$ cat src/rtl/keypad_hit_scanner_if.sv
// Pointer-to-keypad bus: pointer/button inputs plus the decoded key event outputs.
interface keypad_hit_scanner_if;
    logic [2:0] clicked;
    logic [9:0] Xlocation;
    logic [8:0] Ylocation;
    logic       key_valid;
    logic [3:0] key_code;
    logic       is_digit;
    logic       is_op;
    logic [2:0] key_row;
    logic [2:0] key_col;
    logic       busy;

    modport master (
        output clicked, Xlocation, Ylocation,
        input  key_valid, key_code, is_digit, is_op, key_row, key_col, busy
    );

    modport slave (
        input  clicked, Xlocation, Ylocation,
        output key_valid, key_code, is_digit, is_op, key_row, key_col, busy
    );
endinterface

$ cat src/rtl/keypad_hit_scanner.sv
// Captures the pointer on a click edge, scans the keypad grid one cell index per cycle
// and emits a single-cycle key event. Optional auto-repeat: define KEY_REPEAT_EN.
module keypad_hit_scanner #(
    parameter int ORIGIN_X      = 175,
    parameter int ORIGIN_Y      = 190,
    parameter int CELL_W        = 63,
    parameter int CELL_H        = 63,
    parameter int COLS          = 5,
    parameter int ROWS          = 4,
    parameter int REPEAT_CYCLES = 25000000
) (
    input  logic                  clk,
    input  logic                  reset_n,
    keypad_hit_scanner_if.slave   kp
);
    localparam int D = (COLS > ROWS) ? COLS : ROWS;

    typedef enum logic [1:0] {IDLE, SCAN, EMIT, WAIT_REL} state_t;

    state_t      state_reg, state_next;
    logic        clicked_q_reg;
    logic [11:0] x_reg, y_reg;
    logic [2:0]  idx_reg, row_reg, col_reg;
    logic        colhit_reg, rowhit_reg;
    logic        key_valid_reg, is_digit_reg, is_op_reg;
    logic [3:0]  key_code_reg;
    logic [2:0]  key_row_reg, key_col_reg;

    logic        any_click, press, scan_last, col_match, row_match;
    logic [11:0] col_lo, col_hi, row_lo, row_hi;
    logic [5:0]  lut;

    assign any_click = |kp.clicked;
    assign press     = any_click & ~clicked_q_reg;
    assign scan_last = (idx_reg == 3'(D - 1));

    // Bounds of the cell at the current scan index; strict compares make grid lines misses.
    assign col_lo    = 12'(ORIGIN_X) + 12'(idx_reg) * 12'(CELL_W);
    assign col_hi    = col_lo + 12'(CELL_W);
    assign row_lo    = 12'(ORIGIN_Y) + 12'(idx_reg) * 12'(CELL_H);
    assign row_hi    = row_lo + 12'(CELL_H);
    assign col_match = ({1'b0, idx_reg} < 4'(COLS)) && (x_reg > col_lo) && (x_reg < col_hi);
    assign row_match = ({1'b0, idx_reg} < 4'(ROWS)) && (y_reg > row_lo) && (y_reg < row_hi);

    // Layout table: {code[3:0], is_digit, is_op}; anything unlisted decodes as 4'hF.
    function automatic logic [5:0] decode(input logic [2:0] r, input logic [2:0] c);
        logic [5:0] v;
        v = {4'hF, 2'b00};
        case ({r, c})
            6'o00: v = {4'd7,  2'b10};
            6'o01: v = {4'd8,  2'b10};
            6'o02: v = {4'd9,  2'b10};
            6'o03: v = {4'd1,  2'b01};
            6'o04: v = {4'd4,  2'b01};
            6'o10: v = {4'd4,  2'b10};
            6'o11: v = {4'd5,  2'b10};
            6'o12: v = {4'd6,  2'b10};
            6'o13: v = {4'd2,  2'b01};
            6'o14: v = {4'd3,  2'b01};
            6'o20: v = {4'd1,  2'b10};
            6'o21: v = {4'd2,  2'b10};
            6'o22: v = {4'd3,  2'b10};
            6'o24: v = {4'd14, 2'b01};
            6'o30: v = {4'd0,  2'b10};
            default: v = {4'hF, 2'b00};
        endcase
        return v;
    endfunction

    assign lut = decode(row_reg, col_reg);

    always_ff @(posedge clk or negedge reset_n) begin
        if (!reset_n) state_reg <= IDLE;
        else          state_reg <= state_next;
    end

    always_comb begin
        state_next = state_reg;
        case (state_reg)
            IDLE:     if (press) state_next = SCAN;
            SCAN:     if (scan_last)
                          state_next = ((colhit_reg | col_match) & (rowhit_reg | row_match))
                                       ? EMIT : WAIT_REL;
            EMIT:     state_next = WAIT_REL;
            WAIT_REL: if (!any_click) state_next = IDLE;
            default:  state_next = IDLE;
        endcase
    end

`ifdef KEY_REPEAT_EN
    logic [31:0] hold_cnt_reg;
    logic        armed_reg;
`endif

    always_ff @(posedge clk or negedge reset_n) begin
        if (!reset_n) begin
            clicked_q_reg <= 1'b0;
            x_reg         <= '0;
            y_reg         <= '0;
            idx_reg       <= '0;
            row_reg       <= '0;
            col_reg       <= '0;
            colhit_reg    <= 1'b0;
            rowhit_reg    <= 1'b0;
            key_valid_reg <= 1'b0;
            key_code_reg  <= '0;
            is_digit_reg  <= 1'b0;
            is_op_reg     <= 1'b0;
            key_row_reg   <= '0;
            key_col_reg   <= '0;
`ifdef KEY_REPEAT_EN
            hold_cnt_reg  <= '0;
            armed_reg     <= 1'b0;
`endif
        end else begin
            clicked_q_reg <= any_click;
            key_valid_reg <= 1'b0;
            case (state_reg)
                IDLE: if (press) begin
                    x_reg      <= {2'b00, kp.Xlocation};
                    y_reg      <= {3'b000, kp.Ylocation};
                    idx_reg    <= '0;
                    row_reg    <= '0;
                    col_reg    <= '0;
                    colhit_reg <= 1'b0;
                    rowhit_reg <= 1'b0;
`ifdef KEY_REPEAT_EN
                    armed_reg  <= 1'b0;
`endif
                end
                SCAN: begin
                    idx_reg <= idx_reg + 3'd1;
                    if (col_match) begin
                        col_reg    <= idx_reg;
                        colhit_reg <= 1'b1;
                    end
                    if (row_match) begin
                        row_reg    <= idx_reg;
                        rowhit_reg <= 1'b1;
                    end
                end
                EMIT: begin
                    key_valid_reg <= 1'b1;
                    key_code_reg  <= lut[5:2];
                    is_digit_reg  <= lut[1];
                    is_op_reg     <= lut[0];
                    key_row_reg   <= row_reg;
                    key_col_reg   <= col_reg;
`ifdef KEY_REPEAT_EN
                    armed_reg     <= 1'b1;
                    hold_cnt_reg  <= '0;
`endif
                end
                WAIT_REL: begin
`ifdef KEY_REPEAT_EN
                    // Only a hit arms repeat; the held outputs already carry the key.
                    if (any_click && armed_reg) begin
                        if (hold_cnt_reg == 32'(REPEAT_CYCLES - 1)) begin
                            key_valid_reg <= 1'b1;
                            hold_cnt_reg  <= '0;
                        end else begin
                            hold_cnt_reg  <= hold_cnt_reg + 32'd1;
                        end
                    end else begin
                        hold_cnt_reg <= '0;
                    end
`endif
                end
                default: ;
            endcase
        end
    end

    assign kp.key_valid = key_valid_reg;
    assign kp.key_code  = key_code_reg;
    assign kp.is_digit  = is_digit_reg;
    assign kp.is_op     = is_op_reg;
    assign kp.key_row   = key_row_reg;
    assign kp.key_col   = key_col_reg;
    assign kp.busy      = (state_reg == SCAN) || (state_reg == EMIT);
endmodule

$ cat src/flat_wrapper.sv
// flat-port wrapper written by rule: the top's interface ports become plain ports
module keypad_hit_scanner_flat 
#(
    parameter int ORIGIN_X      = 175,
    parameter int ORIGIN_Y      = 190,
    parameter int CELL_W        = 63,
    parameter int CELL_H        = 63,
    parameter int COLS          = 5,
    parameter int ROWS          = 4,
    parameter int REPEAT_CYCLES = 25000000
)
  (clk, reset_n, kp_clicked, kp_Xlocation, kp_Ylocation, kp_key_valid, kp_key_code, kp_is_digit, kp_is_op, kp_key_row, kp_key_col, kp_busy);
  keypad_hit_scanner_if kp_i ();
  input  logic clk;
  input  logic reset_n;
  input wire logic [$bits(kp_i.clicked)-1:0] kp_clicked;
  input wire logic [$bits(kp_i.Xlocation)-1:0] kp_Xlocation;
  input wire logic [$bits(kp_i.Ylocation)-1:0] kp_Ylocation;
  output wire logic [$bits(kp_i.key_valid)-1:0] kp_key_valid;
  output wire logic [$bits(kp_i.key_code)-1:0] kp_key_code;
  output wire logic [$bits(kp_i.is_digit)-1:0] kp_is_digit;
  output wire logic [$bits(kp_i.is_op)-1:0] kp_is_op;
  output wire logic [$bits(kp_i.key_row)-1:0] kp_key_row;
  output wire logic [$bits(kp_i.key_col)-1:0] kp_key_col;
  output wire logic [$bits(kp_i.busy)-1:0] kp_busy;
  assign kp_i.clicked = kp_clicked;
  assign kp_i.Xlocation = kp_Xlocation;
  assign kp_i.Ylocation = kp_Ylocation;
  assign kp_key_valid = kp_i.key_valid;
  assign kp_key_code = kp_i.key_code;
  assign kp_is_digit = kp_i.is_digit;
  assign kp_is_op = kp_i.is_op;
  assign kp_key_row = kp_i.key_row;
  assign kp_key_col = kp_i.key_col;
  assign kp_busy = kp_i.busy;
  keypad_hit_scanner #(.ORIGIN_X(ORIGIN_X), .ORIGIN_Y(ORIGIN_Y), .CELL_W(CELL_W), .CELL_H(CELL_H), .COLS(COLS), .ROWS(ROWS), .REPEAT_CYCLES(REPEAT_CYCLES)) u_core (.clk(clk), .reset_n(reset_n), .kp(kp_i));
endmodule
$ cat config.mk
export PLATFORM = sky130hd
export DESIGN_NAME = keypad_hit_scanner_flat
export DESIGN_NICKNAME = d
export VERILOG_FILES = /design/src/rtl/keypad_hit_scanner_if.sv /design/src/rtl/keypad_hit_scanner.sv /design/src/flat_wrapper.sv
export SDC_FILE = /design/constraint.sdc
export NUM_CORES = 1
export LEC_CHECK = 0
export ABC_AREA = 1
export BUFFER_PORTS_ARGS = -buffer_cell sky130_fd_sc_hd__buf_2
export CORE_UTILIZATION = 65
export DETAILED_ROUTE_END_ITERATION = 8
export GPL_ROUTABILITY_DRIVEN = 1
export GPL_TIMING_DRIVEN = 0
export PLACE_DENSITY = 0.93
export SYNTH_ARGS = -nofsm -noshare
export SYNTH_HDL_FRONTEND = slang
export SYNTH_SLANG_ARGS = --single-unit
$ cat constraint.sdc
create_clock -name clk -period 6.6 [get_ports clk]
set_clock_uncertainty 0.15 [all_clocks]
set_input_delay 0.99 -clock clk [delete_from_list [all_inputs] [get_ports clk]]
set_output_delay 0.99 -clock clk [all_outputs]
set_load 0.05 [all_outputs]
==> reports/metrics.cfg <==
[clock_tree]
cts_buffer_depth=2
insertion_delay_ps=300
root_buffer=clkbuf_8
htreeDepth=2
cts_setup_buffers=0
cts_made_buffers=5
cts.sink_count=46
clk_pin_slew_ps=90
tritoncts=done
hold_buffers=0
cts_resized=0

[run]
drv_cap=0

[sta]
period_minus_slack_ps=4586
tightest_slew_ps=1043
hold_viol=0
setup_viol=0
rsz0062_at_grt=false
fmax_ghz=0.2180
finalMaxSlewViolations=0
period_share_pct=69.49
setup_tns_ps=0
slew-limit-headroom_pct=30.46

[die]
die-area_um2=6199
start_util_pct=68.66
ios=38
rows=27
die_h_um=78.74
core_um2=5574
die_w_um=78.74

[routing]
first_pass_iters=4
routedWlPerCell_um=14.18
ant_nets=0
wl_um=8578
via_count=3363
drt-vias-per-instance=5.559
drt_iter0_markers=221
drc=0

[finish]
multi_input_area_um2=2405
mostFrequentLayoutCell=nand2_1
largest_reg_flops=10
drive_gt1_share_pct=15.20
final_cell_mix=143 x nand2_1, 64 x ha_1, 58 x inv_1
regArea_um2=1151
antennaDiodeCount=0
syn_to_final_growth_pct=10.13
fin_nets=624
n_fill_cell=393

[grt]
antenna_found_initial=0
grt_pass1_vias=3383
grt_pass1_wl_um=14720
grt_max_degree=47
grt_usage_pct=29.90
grt_overflow=0

[critical_path]
critPathTopFamily=adder cells
timing.rr.end=u_core.col_reg[2]
r2r_slack_ps=2010
critPathCapture=u_core.col_reg[2]
crit_fanout=11
worstSetupPathDepth=21
crit_path_start=u_core.idx_reg[1]
reg2regPathDepth=21
critPathRequiredTime_ps=6680
critPathBufInv=1
slowest_delay_ps=680
criticalPathCategory=reg -> reg
crit_top_cell=nand2_1
path_cells=fa_1 -> ha_1 -> fa_1 -> inv_2 -> nand2_2 -> a21oi_1 -> nor2_1 -> nand3_1 -> xnor2_1 -> ha_1 -> nand2_1 -> nor2_1 -> nand2_1 -> nand2_1 -> nand2_1 -> nand2_1 -> nand2_1 -> nand2_2 -> o21ai_4 -> nand3_1 -> o21ai_1
crit_path_start_kind=flop
r2r_start=u_core.idx_reg[1]
end_kind=flop
critical-path-slowest-cell=dfrtp_1
worstPathArrival_ps=4660

[synth]
yosysWarnings=0
ys_types=44
syn_area_um2=3827
synth_seq_cells=46
synthArstFlopShare_pct=100.0
netlist_instances=488
yosysSeqAreaShare_pct=30.08
avgSynthCellArea_um2=7.843
synth_top_cell_by_area=dfrtp_1
syn_nets=580
synth_area_leaders=dfrtp_1 30%, ha_1 21%, nand2_1 14%
synth_top_area_share_pct=30.08
yosys_most_used_dff=dfrtp_1
synth_edf_count=0

[placed_design]
hpwl_um=6523
finalWeightedCongestion=0.8961
io_buffers=37

[worst_hold_path]
hold_path_class=reg -> reg

[status]
status=finished clean

[logic make-up after synthesis]
group           share of synthesized area [%]
simple gates                            25.07
buf+inv                                 7.094
xor+xnor                                2.517
fa+ha+maj                               23.01
compound gates                          12.23
flops                                   30.08
[worst register-to-register path: cells and delay by family, from the launching register on]
family	cells	cell delay, ps
AO/OA/AOI/OAI	3	400
adder cells (fa/ha/maj)	4	1850
buffers and inverters	1	90
flip-flops	1	680
AND/OR/NAND/NOR	12	1200
XOR/XNOR	1	150
[worst min path at each step]
stage,depth (start not counted),startpoint,end
2_1_floorplan,2,u_core.x_reg[1],u_core.x_reg[1]
3_3_place_gp,2,u_core.kp.key_row[0],u_core.kp.key_row[0]
3_5_place_dp,2,u_core.kp.key_col[2],u_core.kp.key_col[2]
4_1_cts,2,u_core.kp.key_col[2],u_core.kp.key_col[2]
5_1_grt,1,u_core.kp.is_digit,u_core.kp.is_digit
6_report,2,u_core.kp.key_code[0],u_core.kp.key_code[0]
[routing by layer]
layer / global-route usage, % / up-vias / share of wire, %
met5: 0 / - / 0
met4: 12.59 / 0 / 2.7
met3: 5.977 / 26 / 6.4
met2: 51.91 / 122 / 49
met1: 35.97 / 1548 / 42
li1: - / 1667 / -
[area by class of cell]
cell class                 instances  share of cell area [%]
multi-input combinational        373                   57.05
clock buffer                       5                   1.633
inverter                          63                   5.669
clock inverter                     3                   1.039
sequential                        46                   27.31
timing repair buffer              37                   4.393
tap                               72                   2.137
buffer                             6                  0.7717
[synthesized netlist by cell type, types with 2 or more instances]
master,n
nand4_1,3
xor2_1,5
dfrtp_1,46
clkbuf_1,3
nand2_2,11
o21ai_1,5
nand2_4,3
fa_1,4
xnor2_1,6
nor2_2,2
o21a_1,3
nor2_1,29
and3_1,2
inv_1,58
nand3_2,4
a21oi_1,35
o21ai_0,18
o21ai_4,2
buf_2,2
ha_1,64
nand3_1,12
a31oi_1,3
nand2_1,143
inv_2,3
o22ai_1,3
[stage by stage]
stage / instance area, µm² / hold WS (ps) / worst slack [ps] / instances / utilization (%)
detailed placement: 4103 / 319.9 / 2185 / 597 / 73.60
global route: 4215 / 380.2 / 1826 / 605 / 75.62
global placement: 4103 / 311.9 / 2297 / 597 / 73.60
floorplan: 3827 / 323.9 / 2707 / 488 / -
finish: 4215 / 341.3 / 2014 / 605 / 75.62
CTS: 4215 / 341.6 / 2068 / 605 / 75.62
Power is not shown: default switching activity piles up to over one toggle a cycle in this logic, so the estimate is an artifact.
